`config.mk`:
```
export PLATFORM = sky130hd
export DESIGN_NAME = countdown_timer
export DESIGN_NICKNAME = d
export VERILOG_FILES = /design/src/rtl/counter_pkg.sv /design/src/rtl/countdown_timer.sv
export SDC_FILE = /design/constraint.sdc
export NUM_CORES = 1
export LEC_CHECK = 0
export CAP_MARGIN = 20
export CORE_ASPECT_RATIO = 1.25
export CORE_MARGIN = 5
export CORE_UTILIZATION = 45
export DETAILED_ROUTE_END_ITERATION = 8
export PLACE_DENSITY = 0.74
export SKIP_LAST_GASP = 1
export SLEW_MARGIN = 20
export SYNTH_ARGS = -nofsm -noshare
export SYNTH_HDL_FRONTEND = slang
export SYNTH_SLANG_ARGS = --single-unit
export TNS_END_PERCENT = 1
```
`constraint.sdc`:
```
create_clock -name clock -period 1.9 [get_ports clock]
set_clock_uncertainty 0.05 [all_clocks]
set_input_delay 0.475 -clock clock [delete_from_list [all_inputs] [get_ports clock]]
set_output_delay 0.475 -clock clock [all_outputs]
set_load 0.01 [all_outputs]
```
`src/rtl/counter_pkg.sv`:
```
// ---------------------------------------------------------------------------
// counter_pkg
//   Definitions shared by the up counter and the countdown timer. It holds the
//   common state encoding, the default counter width, and a small helper that
//   reports whether a state belongs to an active count.
// ---------------------------------------------------------------------------
package counter_pkg;

   // This default width is shared with the free-running up counter.
   localparam int DefaultSize = 5;

   // IDLE waits for a start value. RUN decrements on each enabled cycle.
   // PAUSE holds the count while enable is low.
   typedef enum logic [1:0] {
      IDLE  = 2'd0,
      RUN   = 2'd1,
      PAUSE = 2'd2
   } state_t;

   // A count is in progress in both RUN and PAUSE. The busy output uses this.
   function automatic logic isActive(input state_t s);
      return (s == RUN) || (s == PAUSE);
   endfunction

endpackage

```
`src/rtl/countdown_timer.sv`:
```
// ---------------------------------------------------------------------------
// countdown_timer
//   Loadable down-counter used as a programmable interval or timeout source.
//   A start value is accepted over a valid/ready handshake while idle. The
//   count then decrements once per enabled cycle and done pulses when the
//   terminal decrement happens. The timer can optionally restart from the
//   stored value. It can be paused with enable low or aborted with cancel.
//
// Ports
//   clock        in   1     single clock, rising edge
//   reset        in   1     asynchronous, active-low (0 = in reset)
//   load_valid   in   1     start value offered
//   load_ready   out  1     timer accepts a value (idle and out of reset)
//   load_value   in   Size  start / reload value, sampled on handshake
//   enable       in   1     1 = decrement this cycle, 0 = pause
//   auto_reload  in   1     sampled on the terminal decrement
//   cancel       in   1     abort a running count without a done pulse
//   count        out  Size  current remaining count (registered)
//   busy         out  1     running or paused
//   paused       out  1     paused
//   done         out  1     one-cycle pulse on each terminal event
// ---------------------------------------------------------------------------
module countdown_timer
   import counter_pkg::*;
#(
   parameter int Size = DefaultSize
)
(
   input  logic            clock,
   input  logic            reset,
   input  logic            load_valid,
   output logic            load_ready,
   input  logic [Size-1:0] load_value,
   input  logic            enable,
   input  logic            auto_reload,
   input  logic            cancel,
   output logic [Size-1:0] count,
   output logic            busy,
   output logic            paused,
   output logic            done
);

   state_t          r_state;
   logic [Size-1:0] r_count;
   logic [Size-1:0] r_reload;
   logic            r_done;

   // Main control block. State, count, reload value and the done flop all
   // live here.
   // - done is cleared by default every cycle, so it can only be high for
   //   the single cycle after a terminal event.
   // - In RUN and PAUSE, cancel is checked first. A cancel that lands on
   //   the terminal decrement therefore suppresses done.
   // - Loading zero counts as an immediate terminal event: done pulses and
   //   the timer stays idle.
   always_ff @(posedge clock or negedge reset) begin
      if (!reset) begin
         r_state  <= IDLE;
         r_count  <= '0;
         r_reload <= '0;
         r_done   <= 1'b0;
      end else begin
         r_done <= 1'b0;
         case (r_state)
            IDLE: begin
               if (load_valid) begin
                  if (load_value != '0) begin
                     r_count  <= load_value;
                     r_reload <= load_value;
                     r_state  <= RUN;
                  end else begin
                     r_done <= 1'b1;
                  end
               end
            end
            RUN, PAUSE: begin
               if (cancel) begin
                  r_count <= '0;
                  r_state <= IDLE;
               end else if (!enable) begin
                  r_state <= PAUSE;
               end else if (r_count > Size'(1)) begin
                  r_count <= r_count - Size'(1);
                  r_state <= RUN;
               end else if (r_count == Size'(1)) begin
                  r_done <= 1'b1;
                  if (auto_reload) begin
                     r_count <= r_reload;
                     r_state <= RUN;
                  end else begin
                     r_count <= '0;
                     r_state <= IDLE;
                  end
               end else begin
                  // An active count should never sit at zero. If it does,
                  // return to idle quietly rather than wrap.
                  r_state <= IDLE;
               end
            end
            default: begin
               r_state <= IDLE;
               r_count <= '0;
            end
         endcase
      end
   end

   // The status outputs are decoded straight from the registered state.
   // load_ready is also gated by reset, so no value can be offered as
   // accepted while the timer is held in reset.
   assign load_ready = reset && (r_state == IDLE);
   assign busy       = isActive(r_state);
   assign paused     = (r_state == PAUSE);
   assign count      = r_count;
   assign done       = r_done;

endmodule
```
# Yosys cells after proc, flatten, opt, wreduce, memory -nomap -nowiden

Cells that the tools add are included.

Output and inout bits: 9
Input bits: 11
Flip-flop bits (word level): 13
Word-level logic and storage cells: 44

Mux-type cells: 23
Add/sub/neg operators: 1
Reduce and logical (&&, ||, !) cells: 8
Equal/unequal tests: 7
Order comparisons: 1

Operators by type and width:

| cell                                                                   | number |
|---|---|
| 5-bit two-way mux                                                      | 7 |
| 2-bit two-way mux                                                      | 6 |
| 5-bit case mux with 2 select lines                                     | 1 |
| 1-bit two-way mux                                                      | 7 |
| 5-bit by 1-bit equality test with 1-bit output (second input constant) | 1 |
| 5-bit by 1-bit > comparator with 1-bit output (second input constant)  | 1 |
| 5-bit nonzero test                                                     | 1 |
| 5-bit by 1-bit subtractor with 5-bit output (second input constant)    | 1 |
| 2-bit inequality test (second input constant)                          | 2 |
| 4-bit inequality test (second input constant)                          | 1 |
| 2-bit case mux with 2 select lines                                     | 1 |
| 4-bit AND reduction                                                    | 1 |
| 3-bit inequality test (second input constant)                          | 1 |
| 3-bit AND reduction                                                    | 1 |
| 2-bit by 1-bit equality test with 1-bit output (second input constant) | 1 |
| 2-bit equality test (second input constant)                            | 1 |
| 2-bit zero test                                                        | 1 |
| 1-bit case mux with 2 select lines                                     | 1 |
| 2-bit AND reduction                                                    | 1 |
| 2-bit OR reduction                                                     | 1 |
| 1-bit logical AND                                                      | 1 |
| 1-bit logical OR                                                       | 1 |

# Depth between registers and ports, before layout

Gate-level depths: netlist of run 1.

Depth in word-level cells: 6
Mapped depth: 7
Gate-level depth less buffers: 6

# Worst setup path after synthesis of run 1

No wires, ideal clock.

Path type: register to register
From: register r_state[1]
To: register r_count[0], in the netlist count[0]
Clock period less this slack: 1.871 ns
Stages on the path, launching flop included: 7
Setup time: 0.121 ns
Path slack: 0.029 ns
Data arrival time: 1.700 ns
Data required time: 1.729 ns
Path buffers: 0
Cell sequence: dfrtp_1 -> inv_1 -> ha_1 -> or4b_1 -> o22ai_4 -> nor3_1 -> a22o_2

Word-level cells in the longest chain between the ends: 4
Elaborated cells between the ends (all ways): 10
Classes of those cells: 6 x eq/ne; 1 x mux; 3 x reduce/logical

Ends and longest elaborated chain:

| item                                                                                  | RTL line              | RTL |
|---|---|---|
| from (decl)                                                                           | countdown_timer.sv:43 | `state_t r_state;` |
| from (signal assigned)                                                                | countdown_timer.sv:58 | `r_state <= IDLE;` |
| from (signal assigned)                                                                | countdown_timer.sv:70 | `r_state <= RUN;` |
| from (signal assigned)                                                                | countdown_timer.sv:79 | `r_state <= IDLE;` |
| 2-bit equality test or 2-bit by 1-bit equality test with 1-bit output (tied branches) | countdown_timer.sv:64 | `case (r_state)` |
| 2-bit OR reduction                                                                    | countdown_timer.sv:64 |  |
| 4-bit inequality test (no source line) or 3-bit inequality test (tied branches)       | -                     |  |
| 4-bit AND reduction (no source line)                                                  | -                     |  |
| to (signal assigned)                                                                  | countdown_timer.sv:68 | `r_count <= load_value;` |
| to (signal assigned)                                                                  | countdown_timer.sv:83 | `r_count <= r_count - Size'(1);` |
| to (signal assigned)                                                                  | countdown_timer.sv:88 | `r_count <= r_reload;` |
| to (decl)                                                                             | countdown_timer.sv:44 | `logic [Size-1:0] r_count;` |

Several ways; a longest one is shown, not always the timed one.
A chain may end at the register's enable or synchronous reset.

# Worst setup path in the final report of run 1

From: register r_state[0]
To: output port paused

Word-level cells in the longest chain between the ends: 1

Ends and longest elaborated chain:

| item                | RTL line               | RTL |
|---|---|---|
| 2-bit equality test | countdown_timer.sv:113 | `assign paused = (r_state == PAUSE);` |
| to (decl)           | countdown_timer.sv:39  | `output logic paused,` |

Every way passes these cells.

==> reports/metrics.csv, run 1 <==
stage,metric,value,unit
outcome,status,"finished, violations left",
outcome,failing checks,setup timing,
floorplan,die width,51.3,µm
placement,Port Buffers,19,
timing,RSZ-0062 raised after global routing,yes,
critical_path,Crit Path Category,flip-flop to output pin,
critical_path,worst-path maximum fanout,2,
power_and_ir_drop,sw power,0.000819,W
route,final WL,2.39,mm
power_and_ir_drop,Power Total,0.00203,W
power_and_ir_drop,Clk network pwr share,9.1,%
grt,Total GRT Usage,17.7,%
cells_and_area,Antenna Cells,0,
route,DRT antenna net count,0,
cts,Post-CTS Setup Inserts,0,
timing,period utilization,109,%
cells_and_area,Register Area,325,µm²
critical_path,worst path arrival time,1.54,ns
synthesis,syn avg cell area,10.6,µm²
synthesis,Synth area leaders,"dfrtp_1 (34%), ha_1 (6.5%), mux2_2 (5.9%)",
grt,vias in the first global route,941,
power_and_ir_drop,Leak,0.584,nW
cells_and_area,multi-input logic area,592,µm²
critical_path,worst-path cell chain,inv_1 > buf_4 > ha_1 > clkdlybuf4s50_1,
cells_and_area,Syn-to-layout area delta,38.3,%
synthesis,mapped cell area,961,µm²
route,Initial DRT Pass Iterations,4,
route,vias per cell,5.77,
synthesis,sequential fraction of the synthesis area,33.9,%
critical_path,crit path launch type,flip-flop,
route,DR iter-0 viols,3,
route,via count,877,
power_and_ir_drop,VDD IR-drop max,1060,µV
floorplan,IO Count,20,
critical_path,Setup crit start,r_state[0],
synthesis,Synth top area share,33.9,%
floorplan,Die Span Y,61.7,µm
synthesis,cell accounting for the most synthesized area,dfrtp_1,
cells_and_area,"commonest non-fill, non-tap cell in the layout",buf_4,
synthesis,count of cell types in the netlist,41,
cells_and_area,layout cells sized above 1,31.8,%
power_and_ir_drop,Power Density,1520,nW/µm²
critical_path,RR Endpoint,count[0],
synthesis,syn_nets,107,
timing,worst setup margin,-0.169,ns
cts,CTS tree,built,
cts,Clock Tree Buf Depth,2,
cells_and_area,fill count,172,
critical_path,"slowest stage delay, CP",0.53,ns
power_and_ir_drop,Internal Power,0.00121,W
cts,Clock Pin Slew Worst Setup and Hold Paths,0.09,ns
grt,largest net degree at the start of global routing,14,
hold_path,Hold Path Class,primary input to asynchronous set/reset pin,
cts,"Clk Latency, worst-skew pair",0.29,ns
grt,grt ovf,0,
timing,hold_ws,0.460,ns
cts,H-Tree Level Count,1,
critical_path,Worst setup EP type,output pin,
power_and_ir_drop,Logic pwr share,65.1,%
cells_and_area,most frequent cells in the layout,"buf_4 (20), clkdlybuf4s50_1 (17), dfrtp_1 (13)",
power_and_ir_drop,sequential power share,25.8,%
cts,CTS Buf Count,3,
power_and_ir_drop,Sw Share,40.4,%
critical_path,FF-to-FF setup slack,-0.02,ns
flow_run,# Max-Cap Violations,0,
timing,endpoints failing setup,6,
cts,Post-CTS Hold Fix Bufs,0,
floorplan,Die Footprint,3170,µm²
grt,first-pass GRT wire length,4.14,mm
critical_path,worst r2r path cells,6,
cts,CTS root buf,clkbuf_4,
grt,initial antenna violation count,0,
cells_and_area,design area,1330,µm²
timing,Slew HR,67.7,%
synthesis,Mapped Cells,91,
synthesis,Synth Warn #,0,
timing,min cycle time layout,2.07,ns
timing,fin. max-slew vios,0,
cells_and_area,Post-Route Utilization,66.3,%
critical_path,"Data required, critical path",1.37,ns
placement,DP HPWL,1.96,mm
critical_path,launch instance of the worst register-to-register path,r_state[0],
floorplan,# rows,18,
critical_path,Worst Setup EP,paused,
route,WL/cell,15.7,µm
cells_and_area,final net count,149,
timing,Worst-Margin Slew,0.481,ns
timing,hold violation total from the final report,0,
placement,gp weighted congestion,0.847,
placement,DP Area,1300,µm²
floorplan,area of the core,2000,µm²
critical_path,Slowest cell on crit path,clkdlybuf4s50_1,
timing,f_max,483,MHz
cts,clock sinks,13,
synthesis,Yosys reg bits,13,
route,drt drc,0,
floorplan,Starting Density,47.9,%
==> cell type report <==
type                       instances  area share, %
tap                               20           1.88
inverter                           5           1.41
clock buffer                       4           1.98
sequential                        13           24.5
timing repair buffer              39           25.7
multi-input combinational         71           44.5
==> timing repair <==
action,CTS,global route
setup endpoints to repair,9,13
pin swaps,0,0
resized for setup,1,1
==> synth_stat cells, drive strengths merged <==
master / number
dfrtp: 13
nand2: 7
a22o: 5
ha: 5
inv: 5
mux2: 5
nor3: 5
a211oi: 3
nor2: 3
a221o: 2
and3: 2
mux2i: 2
nand3: 2
nand4: 2
nor2b: 2
o21ai: 2
o21ba: 2
o22ai: 2
o31ai: 2
or3: 2
xnor2: 2
a21o: 1
a21oi: 1
a221oi: 1
a32o: 1
and2: 1
buf: 1
clkbuf: 1
nor3b: 1
o21bai: 1
o41a: 1
o41ai: 1
or2: 1
or2b: 1
or3b: 1
or4: 1
or4b: 1
==> critical path, delay by kind of cell, from the launching register on <==
family / cells / cell delay [ns]
buf+inv: 3 / 0.71
fa+ha+maj: 1 / 0.15
flops: 1 / 0.39
==> registers in the layout, summed over array words and instances (netlist names) <==
name,flops
r_state,2
r_reload,5
done,1
count,5
==> power groups by stage <==
stage | clock [W] | sequential (W) | combinational [W]
after floorplan | 0 | 0.000523 | 0.000859
after global placement | 0 | 0.000521 | 0.00130
after detailed placement | 0 | 0.000528 | 0.00133
after CTS | 0.000186 | 0.000524 | 0.00133
after global routing | 0.000200 | 0.000547 | 0.00145
final | 0.000185 | 0.000522 | 0.00132
==> routing by layer <==
metal | part of all wire, % | routed length [µm] | track usage (%)
met3 | 3.4 | 81 | 2.42
met1 | 42 | 1010 | 19.6
met2 | 51 | 1220 | 33.1
met5 | 0 | 0 | 0
met4 | 3.4 | 81 | 9.36
==> how the worst min path moves through the flow <==
stage,startpoint,to,slack (ns)
after floorplan,reset,count[0],0.13
after global placement,r_reload[0],r_reload[0],0.43
after detailed placement,r_reload[0],r_reload[0],0.44
after CTS,reset,r_state[1],0.47
after global routing,reset,done,0.49
final,reset,done,0.46
==> kinds of logic after synthesis <==
family | count (synthesis) | share of synthesized area (%)
DFF | 13 | 33.9
xor gates and xnor gates | 2 | 1.82
muxes | 7 | 7.94
AOI/OAI and AO/OA | 25 | 24.9
buffers and inverters | 7 | 4.56
adders and majority gates | 5 | 6.51
and+or+nand+nor | 32 | 20.4
==> through the flow <==
step / TNS, ns / cells / worst slack, ns
final: -0.226 / 152 / -0.169
after global routing: -1.12 / 152 / -0.254
after CTS: -0.491 / 152 / -0.213
after detailed placement: -2.77 / 148 / -0.222
after global placement: -2.29 / 148 / -0.213
after floorplan: 0 / 91 / 0.0294
Power figures use the tool's default switching activity.
==> run 2, diff against run 1 <==
--- a/config.mk
+++ b/config.mk
@@ -10,6 +10,8 @@
 export CORE_MARGIN = 5
 export CORE_UTILIZATION = 45
 export DETAILED_ROUTE_END_ITERATION = 8
+export GPL_ROUTABILITY_DRIVEN = 0
+export GPL_TIMING_DRIVEN = 0
 export PLACE_DENSITY = 0.74
 export SKIP_LAST_GASP = 1
 export SLEW_MARGIN = 20
==> reports/metrics.csv, run 2 (synthesized netlist as in run 1, its figures left out) <==
stage,metric,value,unit
critical_path,Worst setup EP type,flip-flop,
grt,M1 GR Usage,18.4,%
cells_and_area,most frequent cells in the layout,"clkdlybuf4s50_1 (15), dfrtp_1 (12), nand2_1 (7)",
grt,GRT busiest layer,met2,
critical_path,Top delay family on crit path,simple AND/OR/NAND/NOR gates,
floorplan,area of the core,2000,µm²
cells_and_area,layout cells sized above 1,26.7,%
grt,M3 GR Usage,2.18,%
grt,initial antenna violation count,0,
cts,CTS tree,built,
timing,f_max,508,MHz
grt,first-pass GRT wire length,3.65,mm
route,WL/cell,16.2,µm
critical_path,Crit path buffers/inverters,1,
route,via count,805,
cells_and_area,multi-input logic area,604,µm²
critical_path,worst-path cell chain,clkdlybuf4s50_1 > or3b_2 > o22ai_4 > nor3_1 > a22o_2,
timing,setup TNS,-0.231,ns
cts,CTS Buf Count,3,
power_and_ir_drop,Power Total,0.00196,W
timing,endpoints failing setup,6,
outcome,status,"finished, violations left",
power_and_ir_drop,VDD IR-drop max,1060,µV
cells_and_area,design area,1230,µm²
cts,CTS root buf,clkbuf_4,
cells_and_area,"commonest non-fill, non-tap cell in the layout",clkdlybuf4s50_1,
critical_path,worst path arrival time,2.09,ns
cts,Post-CTS Hold Fix Bufs,0,
critical_path,Crit Path Category,primary input to flip-flop,
cts,clock sinks,13,
power_and_ir_drop,Power Density,1590,nW/µm²
floorplan,Die Footprint,3170,µm²
timing,hold_ws,0.132,ns
floorplan,# rows,18,
cells_and_area,fill count,181,
grt,Total GRT Usage,15.9,%
floorplan,IO Count,20,
grt,M2 GR Usage,29.5,%
route,DR iter-0 viols,22,
cells_and_area,final net count,133,
timing,worst setup margin,-0.0695,ns
grt,largest net degree at the start of global routing,15,
outcome,failing checks,setup timing,
critical_path,crit path launch type,primary input,
timing,min cycle time layout,1.97,ns
grt,vias in the first global route,800,
flow_run,# Max-Cap Violations,0,
route,DRT antenna net count,0,
route,vias per cell,5.92,
cells_and_area,Register Area,327,µm²
floorplan,die width,51.3,µm
route,final WL,2.21,mm
route,Initial DRT Pass Iterations,4,
floorplan,Starting Density,47.9,%
floorplan,Die Span Y,61.7,µm
placement,DP Area,1180,µm²
grt,grt ovf,0,
timing,RSZ-0062 raised after global routing,yes,
cts,Clock Pin Slew Worst Setup and Hold Paths,0.08,ns
cts,"Clk Latency, worst-skew pair",0.28,ns
timing,period utilization,104,%
placement,Port Buffers,19,
cts,Clock Tree Buf Depth,2,
critical_path,Slowest cell on crit path,or3b_2,
hold_path,Hold Path Class,primary input to asynchronous set/reset pin,
timing,Slew HR,61.1,%
critical_path,"slowest stage delay, CP",0.52,ns
power_and_ir_drop,Leak,0.515,nW
cts,H-Tree Level Count,1,
route,drt drc,0,
timing,fin. max-slew vios,0,
placement,DP HPWL,1.71,mm
timing,hold violation total from the final report,0,
critical_path,"Data required, critical path",2.02,ns
timing,Worst-Margin Slew,0.578,ns
cells_and_area,Antenna Cells,0,
critical_path,worst-path maximum fanout,7,
cells_and_area,Syn-to-layout area delta,27.9,%
run 2: cell type report:
class                           instances  area share, %
Tap cell                               20           2.04
Timing Repair Buffer                   21           16.5
Sequential cell                        13           26.6
Multi-Input combinational cell         71           49.2
Clock buffer                            4           2.14
Inverter                                5           1.53
Buffer                                  2           2.04
run 2: worst paths after layout:
kind,start,to,slack [ns],cells after the start
min in group clock,r_reload[1],r_reload[1],0.45,1
min reg2reg,r_reload[1],r_reload[1],0.45,1
min,reset,r_reload[3],0.13,1
max reg2reg,count[0],count[0],-0.06,5
max in group asynchronous,reset,count[1],1.38,1
max,load_value[2],count[0],-0.07,5
run 2: metal layers:
layer,up-vias,wire [µm],share of wire [%]
li1,403,-,-
met1,373,946,43
met2,24,1110,50
met3,5,119,5.4
met4,0,37,1.7
met5,-,0,0
run 2: repair_timing:
action	in CTS	in global routing
gates resized for setup	7	5
endpoints found under the hold margin	0	0
pin swaps	0	0
endpoints found under the setup margin	9	17
buffers inserted	2	0
run 2: power breakdown:
part           internal (W)  total, W  switching, W
logic              0.000673   0.00125      0.000579
clock network     0.0000815  0.000174     0.0000928
registers          0.000402  0.000533      0.000130
run 2: per-stage QoR:
stage | utilization (%) | worst slack [ns] | instances
floorplan | - | 0.0294 | 91
CTS | 60.8 | -0.147 | 136
global route | 61.3 | -0.151 | 136
global placement | 58.7 | -0.734 | 130
finish | 61.3 | -0.0695 | 136
detailed placement | 58.7 | -0.747 | 130
==> run 3, diff against run 2 <==
--- a/config.mk
+++ b/config.mk
@@ -10,7 +10,6 @@
 export CORE_MARGIN = 5
 export CORE_UTILIZATION = 45
 export DETAILED_ROUTE_END_ITERATION = 8
-export GPL_ROUTABILITY_DRIVEN = 0
 export GPL_TIMING_DRIVEN = 0
 export PLACE_DENSITY = 0.74
 export SKIP_LAST_GASP = 1
==> results of run 3 <==
Same layout as run 2: the final DEF is identical, and so are final timing and power.
